**src/rtl/riscv_imm_pkg.sv**
```systemverilog
// Shared definitions for the immediate-generation stage:
// opcode encodings, instruction-format codes and their width.
package riscv_imm_pkg;

    localparam int unsigned FMT_W = 3;

    typedef enum logic [FMT_W-1:0] {
        FMT_R   = 3'd0,
        FMT_I   = 3'd1,
        FMT_S   = 3'd2,
        FMT_B   = 3'd3,
        FMT_U   = 3'd4,
        FMT_J   = 3'd5,
        FMT_ILL = 3'd7
    } fmt_e;

    localparam logic [6:0] OP_OP     = 7'b0110011;
    localparam logic [6:0] OP_OP32   = 7'b0111011;
    localparam logic [6:0] OP_LOAD   = 7'b0000011;
    localparam logic [6:0] OP_IMM    = 7'b0010011;
    localparam logic [6:0] OP_JALR   = 7'b1100111;
    localparam logic [6:0] OP_SYSTEM = 7'b1110011;
    localparam logic [6:0] OP_FENCE  = 7'b0001111;
    localparam logic [6:0] OP_IMM32  = 7'b0011011;
    localparam logic [6:0] OP_STORE  = 7'b0100011;
    localparam logic [6:0] OP_BRANCH = 7'b1100011;
    localparam logic [6:0] OP_LUI    = 7'b0110111;
    localparam logic [6:0] OP_AUIPC  = 7'b0010111;
    localparam logic [6:0] OP_JAL    = 7'b1101111;

endpackage

```
**src/rtl/imm_decode.sv**
```systemverilog
// Combinational instruction classifier and sign-extended immediate generator.
module imm_decode
    import riscv_imm_pkg::*;
#(
    parameter int unsigned XLEN         = 64,
    parameter bit          SCALE_BRANCH = 1'b1
) (
    input  logic [31:0]     instr,
    output fmt_e            fmt,
    output logic [XLEN-1:0] imm,
    output logic            illegal
);

    logic [6:0]  opcode;
    logic [31:0] imm32;

    assign opcode = instr[6:0];

    always_comb begin
        fmt = FMT_ILL;
        if (instr[1:0] == 2'b11) begin
            case (opcode)
                OP_OP:                                       fmt = FMT_R;
                OP_OP32:                                     fmt = (XLEN == 64) ? FMT_R : FMT_ILL;
                OP_LOAD, OP_IMM, OP_JALR, OP_SYSTEM, OP_FENCE: fmt = FMT_I;
                OP_IMM32:                                    fmt = (XLEN == 64) ? FMT_I : FMT_ILL;
                OP_STORE:                                    fmt = FMT_S;
                OP_BRANCH:                                   fmt = FMT_B;
                OP_LUI, OP_AUIPC:                            fmt = FMT_U;
                OP_JAL:                                      fmt = FMT_J;
                default:                                     fmt = FMT_ILL;
            endcase
        end
    end

    // B/J offsets either keep the implicit zero LSB (byte offset) or stay as a raw halfword count.
    always_comb begin
        imm32 = '0;
        case (fmt)
            FMT_I: imm32 = {{20{instr[31]}}, instr[31:20]};
            FMT_S: imm32 = {{20{instr[31]}}, instr[31:25], instr[11:7]};
            FMT_U: imm32 = {instr[31:12], 12'b0};
            FMT_B: imm32 = SCALE_BRANCH
                ? {{19{instr[31]}}, instr[31], instr[7], instr[30:25], instr[11:8], 1'b0}
                : {{20{instr[31]}}, instr[31], instr[7], instr[30:25], instr[11:8]};
            FMT_J: imm32 = SCALE_BRANCH
                ? {{11{instr[31]}}, instr[31], instr[19:12], instr[20], instr[30:21], 1'b0}
                : {{12{instr[31]}}, instr[31], instr[19:12], instr[20], instr[30:21]};
            default: imm32 = '0;
        endcase
    end

    always_comb begin
        imm       = {XLEN{imm32[31]}};
        imm[31:0] = imm32;
    end

    assign illegal = (fmt == FMT_ILL);

endmodule

```
**src/rtl/imm_gen_stage.sv**
```systemverilog
// Registered immediate-generation stage: decode at the input, 2-entry skid buffer
// on the output, and a saturating counter of delivered illegal instructions.
module imm_gen_stage
    import riscv_imm_pkg::*;
#(
    parameter int unsigned XLEN         = 64,
    parameter bit          SCALE_BRANCH = 1'b1,
    parameter int unsigned CNT_W        = 16
) (
    input  logic             clock,
    input  logic             reset,
    input  logic             flush,
    input  logic             in_valid,
    output logic             in_ready,
    input  logic [31:0]      in_instr,
    output logic             out_valid,
    input  logic             out_ready,
    output logic [31:0]      out_instr,
    output logic [XLEN-1:0]  out_imm,
    output logic [2:0]       out_fmt,
    output logic             out_illegal,
    output logic [CNT_W-1:0] illegal_count
);

    typedef struct packed {
        logic [31:0]     instr;
        logic [XLEN-1:0] imm;
        fmt_e            fmt;
        logic            illegal;
    } entry_t;

    entry_t dec, main_q, skid_q;
    logic   main_valid, skid_valid;
    logic   accept, out_fire;

    imm_decode #(
        .XLEN        (XLEN),
        .SCALE_BRANCH(SCALE_BRANCH)
    ) u_dec (
        .instr  (in_instr),
        .fmt    (dec.fmt),
        .imm    (dec.imm),
        .illegal(dec.illegal)
    );

    assign dec.instr = in_instr;

    assign in_ready = !skid_valid && !reset;
    assign accept   = in_valid && in_ready;
    assign out_fire = main_valid && out_ready;

    always_ff @(posedge clock) begin
        if (reset) begin
            main_q        <= '0;
            skid_q        <= '0;
            main_valid    <= 1'b0;
            skid_valid    <= 1'b0;
            illegal_count <= '0;
        end else if (flush) begin
            main_valid <= 1'b0;
            skid_valid <= 1'b0;
        end else begin
            if (out_fire && main_q.illegal && illegal_count != '1)
                illegal_count <= illegal_count + CNT_W'(1);
            // The output slot frees up: the older skid entry always wins over a new accept.
            if (!main_valid || out_ready) begin
                if (skid_valid) begin
                    main_q     <= skid_q;
                    main_valid <= 1'b1;
                    skid_valid <= 1'b0;
                end else begin
                    main_valid <= accept;
                    if (accept)
                        main_q <= dec;
                end
            end else if (accept) begin
                skid_q     <= dec;
                skid_valid <= 1'b1;
            end
        end
    end

    assign out_valid   = main_valid;
    assign out_instr   = main_q.instr;
    assign out_imm     = main_q.imm;
    assign out_fmt     = main_q.fmt;
    assign out_illegal = main_q.illegal;

endmodule

```
**config.mk**
```make
export PLATFORM = sky130hd
export DESIGN_NAME = imm_gen_stage
export DESIGN_NICKNAME = d
export VERILOG_FILES = /design/src/rtl/riscv_imm_pkg.sv /design/src/rtl/imm_decode.sv /design/src/rtl/imm_gen_stage.sv
export SDC_FILE = /design/constraint.sdc
export NUM_CORES = 1
export LEC_CHECK = 0
export CORE_MARGIN = 5
export CORE_UTILIZATION = 55
export DETAILED_ROUTE_END_ITERATION = 8
export GPL_ROUTABILITY_DRIVEN = 0
export PLACE_DENSITY = 0.88
export SETUP_SLACK_MARGIN = 0.15
export SLEW_MARGIN = 40
export SYNTH_ARGS = -nofsm -noshare
export SYNTH_HDL_FRONTEND = slang
export SYNTH_HIERARCHICAL = 1
export SYNTH_SLANG_ARGS = --single-unit
```
**constraint.sdc**
```tcl
create_clock -name clock -period 3.98 [get_ports clock]
set_input_delay 0.597 -clock clock [delete_from_list [all_inputs] [get_ports clock]]
set_output_delay 0.597 -clock clock [all_outputs]
set_load 0.05 [all_outputs]
```
* Word-level counts from Yosys, hierarchy flattened
Cells that the tools add are included.
Storage, ports and cells: flip-flop bits (word level) 186, input bits 37, logic and storage cells 59
Operators by class: add/subtract/negate cells 1, equal/unequal tests 21, muxes and demuxes 6, bitwise operators 2, reduce and logical (&&, ||, !) cells 18
Operators by type and width (count):
- 100-bit two-way mux | 2
- 32-bit case mux with 5 select lines | 1
- 7-bit by 6-bit equality test with 1-bit output, second input constant | 4
- 7-bit equality test, second input constant | 4
- 7-bit by 5-bit equality test with 1-bit output, second input constant | 3
- 3-bit case mux with 6 select lines | 1
- 16-bit by 1-bit adder with 16-bit output, second input constant | 1
- 16-bit != test, second input constant | 1
- 3-bit equality test, second input constant | 3
- 7-bit by 2-bit equality test with 1-bit output, second input constant | 1
- 7-bit by 4-bit equality test with 1-bit output, second input constant | 1
- 3-bit by 2-bit equality test with 1-bit output, second input constant | 2
- 3-bit AND reduction | 2
- 2-bit OR reduction | 3
- 6-bit OR reduction | 1
- 1-bit logical AND | 5
- 3-bit by 1-bit equality test with 1-bit output, second input constant | 1
- 1-bit logical NOT | 3
- 3-bit two-way mux | 1
- 3-bit OR reduction | 1
- 2-bit equality test, second input constant | 1
- 1-bit NOT | 2
- 2-bit AND reduction | 1
- 2-bit nonzero test | 1
- 2 further kinds | 2

* Longest topological paths before layout
word-level depth 8, gate-level depth with buffers 8, depth with buffers taken out 6

* Hierarchy
Netlist, hierarchy kept.
Modules (own cells, without submodules):
- imm_gen_stage | instances 1, cells each 989, area an instance 8712.1 um^2, sequential area each 4364.2 um^2
- imm_decode | instances 1, cells each 137, area an instance 1002.2 um^2, sequential area each 0.0 um^2

* Worst setup path before layout
Ideal clock, no wire load.
kind input -> register, from input in_instr[5], to register main_q (netlist bit out_imm[63]), arrival time 3103 ps, required time 3894 ps, path slack 792 ps, cell stages on the path 6, cell sequence nor4b_4 -> a21oi_1 -> a31oi_1 -> buf_4 -> mux2i_1 -> a211oi_1
RTL lines:
- start, declared | RTL line imm_gen_stage.sv:15 | input logic [31:0] in_instr,
- end signal, assigned | RTL line imm_gen_stage.sv:68 | main_q <= skid_q;
- end, declared | RTL line imm_gen_stage.sv:32 | entry_t dec, main_q, skid_q;

* Worst setup path in the final report
from register skid_valid, to output in_ready
Between the ends: cells in the longest elaborated chain, start to end 2
Ends and longest elaborated chain:
- start, declared | RTL line imm_gen_stage.sv:33 | logic main_valid, skid_valid;
- start signal, assigned | RTL line imm_gen_stage.sv:57 | skid_valid <= 1'b0;
- start signal, assigned | RTL line imm_gen_stage.sv:61 | skid_valid <= 1'b0;
- start signal, assigned | RTL line imm_gen_stage.sv:70 | skid_valid <= 1'b0;
- 1-bit logical NOT | RTL line imm_gen_stage.sv:48 | assign in_ready = !skid_valid && !reset;
- 1-bit logical AND | RTL line imm_gen_stage.sv:48
- end, declared | RTL line imm_gen_stage.sv:14 | output logic in_ready,
No other way between the ends.

==> qor.log <==
INFO  status         status=completed
INFO  clock_tree     clk-insertion-delay-late=0.50ns
INFO  setup_path     crit_fanout=23
INFO  synth          synth_cells=1,126
INFO  drt            drc_violations_left=0
INFO  synth          post_synth_instance_area=9710um2
INFO  grt            globalRouteTotalUtil=23.9%
INFO  synth          ys.warnings.count=6
INFO  cells_and_area multi_input_area=4660um2
INFO  sta            final.min_clock_period=2.83ns
INFO  grt            grt_util_met3=4.59%
INFO  sta            setup_repair_after_global_routing_missed_its_margin=false
INFO  sta            worstMarginPinSlew=0.828ns
INFO  grt            met1_grt_util=32.3%
INFO  cells_and_area num-fill-cells=1,350
INFO  sta            final_min_period_over_clock_period=71.1%
INFO  floorplanning  rows=48
INFO  sta            timing.setup.tns=0ns
INFO  grt            grt_max_degree=137
INFO  sta            max_freq=353MHz
INFO  clock_tree     cts_made_buffers=23
INFO  clock_tree     tritoncts=done
INFO  placed_design  port_buffers=154
INFO  job            max_cap_violations=0
INFO  setup_path     critPathArrivalTime=2.23ns
INFO  floorplanning  initial_utilization=56.2%
INFO  drt            post_drt_via_cell_ratio=5.80
INFO  sta            max-slew-margin-rel=44.8%
INFO  setup_path     r2r-end=illegal_count[9]$_SDFFE_PP0P_
INFO  clock_tree     clock-root-buffer=clkbuf_16
INFO  grt            grt.busiest_layer=met2
INFO  floorplanning  die_h=143um
INFO  drt            vias=8,311
INFO  power          vdd.ir_drop.worst=0.353mV
INFO  floorplanning  die_x=143um
INFO  synth          yosysTopAreaCell=dfxtp_1
INFO  cells_and_area final_net_count=1,232
INFO  placed_design  hpwl=16,400um
INFO  drt            drt_wl_total=25,400um
INFO  drt            final_antenna_net_count=0
INFO  grt            grtUsageMet2=39.4%
INFO  synth          synth_edf_count=0
INFO  setup_path     r2r_setup_slack=1.68ns
INFO  synth          ys_ff_latch=218
INFO  synth          yosys.cell_types.count=64
INFO  setup_path     r2r_start=illegal_count[0]$_SDFFE_PP0P_
INFO  clock_tree     cts_max_path_buffers=3
INFO  synth          synth_top_cell_area_share=44.9%
INFO  setup_path     cp-end-kind=primary output
INFO  min_path       worstHoldPathCells=2
INFO  clock_tree     postCtsResizedCells=0
INFO  clock_tree     post-cts-setup-buffer-count=0
INFO  sta            final_max_slew_viol_count=0
INFO  clock_tree     clk_pin_slew_worst_setup_hold_paths=0.06ns
INFO  power          power_per_cell_area=422nW/um2
INFO  cells_and_area syn_to_final_growth=21.0%
INFO  grt            overflow=0
INFO  sta            finalSetupViolCount=0
INFO  setup_path     critPathRequiredTime=3.38ns
INFO  sta            final_hold_viol_count=0
INFO  synth          seq_area_frac_synth=44.9%
INFO  min_path       holdCritPathClass=reg -> reg
INFO  synth          ys_async_sr_fraction=0%
INFO  synth          most_common_cell_in_the_netlist=dfxtp_1
INFO  floorplanning  core_area=17,300um2
INFO  clock_tree     h_tree_level_count=1
INFO  setup_path     worstSetupStartpointType=flop
INFO  cells_and_area sequential_cell_area=4370um2
INFO  synth          mappedNetlistNets=1,164
INFO  grt            grt_pass1_wl=40,700um
INFO  drt            routedWlPerCell=17.7um
INFO  grt            first_global_vias=7,841
INFO  placed_design  dpl_worst_slack=0.770ns
INFO  drt            starting_drt_drc_count=662
INFO  min_path       hold_path_startpoint=skid_q[53]$_SDFFE_PP0P_
INFO  grt            grt_antenna_before_repair=0
INFO  synth          postSynthAreaPerCell=8.63um2
INFO  setup_path     worst-setup-path-type=reg -> out
INFO  sta            final_critical_path_setup_slack=1.15ns
INFO  floorplanning  boundaryPins=155
INFO  synth          synth_flop_cell=dfxtp_1
INFO  cells_and_area insertedDiodeCount=0
INFO  synth          netlist_top_cells_count=dfxtp_1, nand2_1, a21oi_1, nor2_1, a211oi_1
INFO  sta            fin_skew=0.00721ns
INFO  setup_path     r2r_cells=5
INFO  clock_tree     cts_num_sinks=218
INFO  cells_and_area layout-drive-gt1-share=6.13%
INFO  min_path       timing.hold.worst_endpoint=skid_q[53]$_SDFFE_PP0P_
INFO  power          p_leak=3.80nW
INFO  clock_tree     hold_buffers=0
INFO  synth          post_synth_main_area_contributors=dfxtp_1, mux2i_1, nand2_1
INFO  drt            dr.pass1.iters=6
INFO  floorplanning  die_area=20,400um2
worst max-delay path by stage:
| stage | from | to |
|---|---|---|
| floorplan | in_instr[5] | out_imm[63]$_SDFFE_PP0P_ |
| global placement | in_instr[2] | out_imm[25]$_SDFFE_PP0P_ |
| detailed placement | in_instr[2] | out_imm[29]$_SDFFE_PP0P_ |
| CTS | skid_valid$_SDFFE_PP0P_ | in_ready |
| global route | in_instr[2] | out_imm[30]$_SDFFE_PP0P_ |
| finish | skid_valid$_SDFFE_PP0P_ | in_ready |
metal layers:
metal  wire length [um]  part of all wire, %
met2              12000                   47
met1              11100                   44
met5                  0                    0
met3               1690                  6.7
met4                614                  2.4
cell usage in the layout, fill, tap and decap left out, drive strengths merged, types with 3 or more instances in the layout:
cell type / instances
a22o: 4
a31oi: 5
nand3: 8
nor4: 4
nor3b: 4
clkinv: 4
nand4: 5
nor3: 7
or4: 6
nor2b: 7
clkbuf: 32
nand2: 212
a21oi: 115
mux2i: 100
a211oi: 103
dfxtp: 218
o21ai: 12
mux2: 4
inv: 9
buf: 13
or3: 3
clkdlybuf4s50: 153
a21o: 19
nor2: 114
and3: 9
nor4b: 4
o31ai: 4
per-stage QoR:
stage	hold slack [ns]	cell area, um2	cells	total power (W)	utilization [%]
2_1_floorplan	0.436	9710	1126	0.00272	-
3_3_place_gp	0.441	11000	1394	0.00291	63.8
3_5_place_dp	0.446	11000	1394	0.00292	63.8
4_1_cts	0.454	11800	1432	0.00498	68.0
5_1_grt	0.468	11800	1432	0.00513	68.0
6_report	0.453	11800	1432	0.00496	68.0
flip-flops by register name, indices dropped and copies added, names as in the netlist:
register	cells
skid_q	100
out_illegal	1
out_instr	32
skid_valid	1
out_valid	1
illegal_count	16
out_imm	64
out_fmt	3
worst max-delay path, stage by stage, from the launching register on:
cell and delay [ns]:
dfxtp_4 0.46, nor2_1 0.38, clkdlybuf4s50_1 0.89
layout make-up:
cell class	count	area share, %
clock buffers	32	5.44
clock inverters	6	0.681
inverters	9	0.287
multi-input cells	776	39.7
flip-flops and latches	218	37.2
well taps	225	2.39
repair buffers	166	14.4
power breakdown:
group          internal, W  total [W]  switching, W
clock              0.00124    0.00208      0.000839
sequential         0.00224    0.00227     0.0000364
combinational     0.000201   0.000604      0.000404
cell families after synthesis:
family | Yosys count | synth area share (%)
adders and majority gates | 1 | 0.129
buffers and inverters | 132 | 7.52
muxes | 104 | 10.8
DFF | 218 | 44.9
and+or+nand+nor | 396 | 18.0
AOI/OAI and AO/OA | 275 | 18.6
Note: power is estimated with default switching activity, not from simulation.
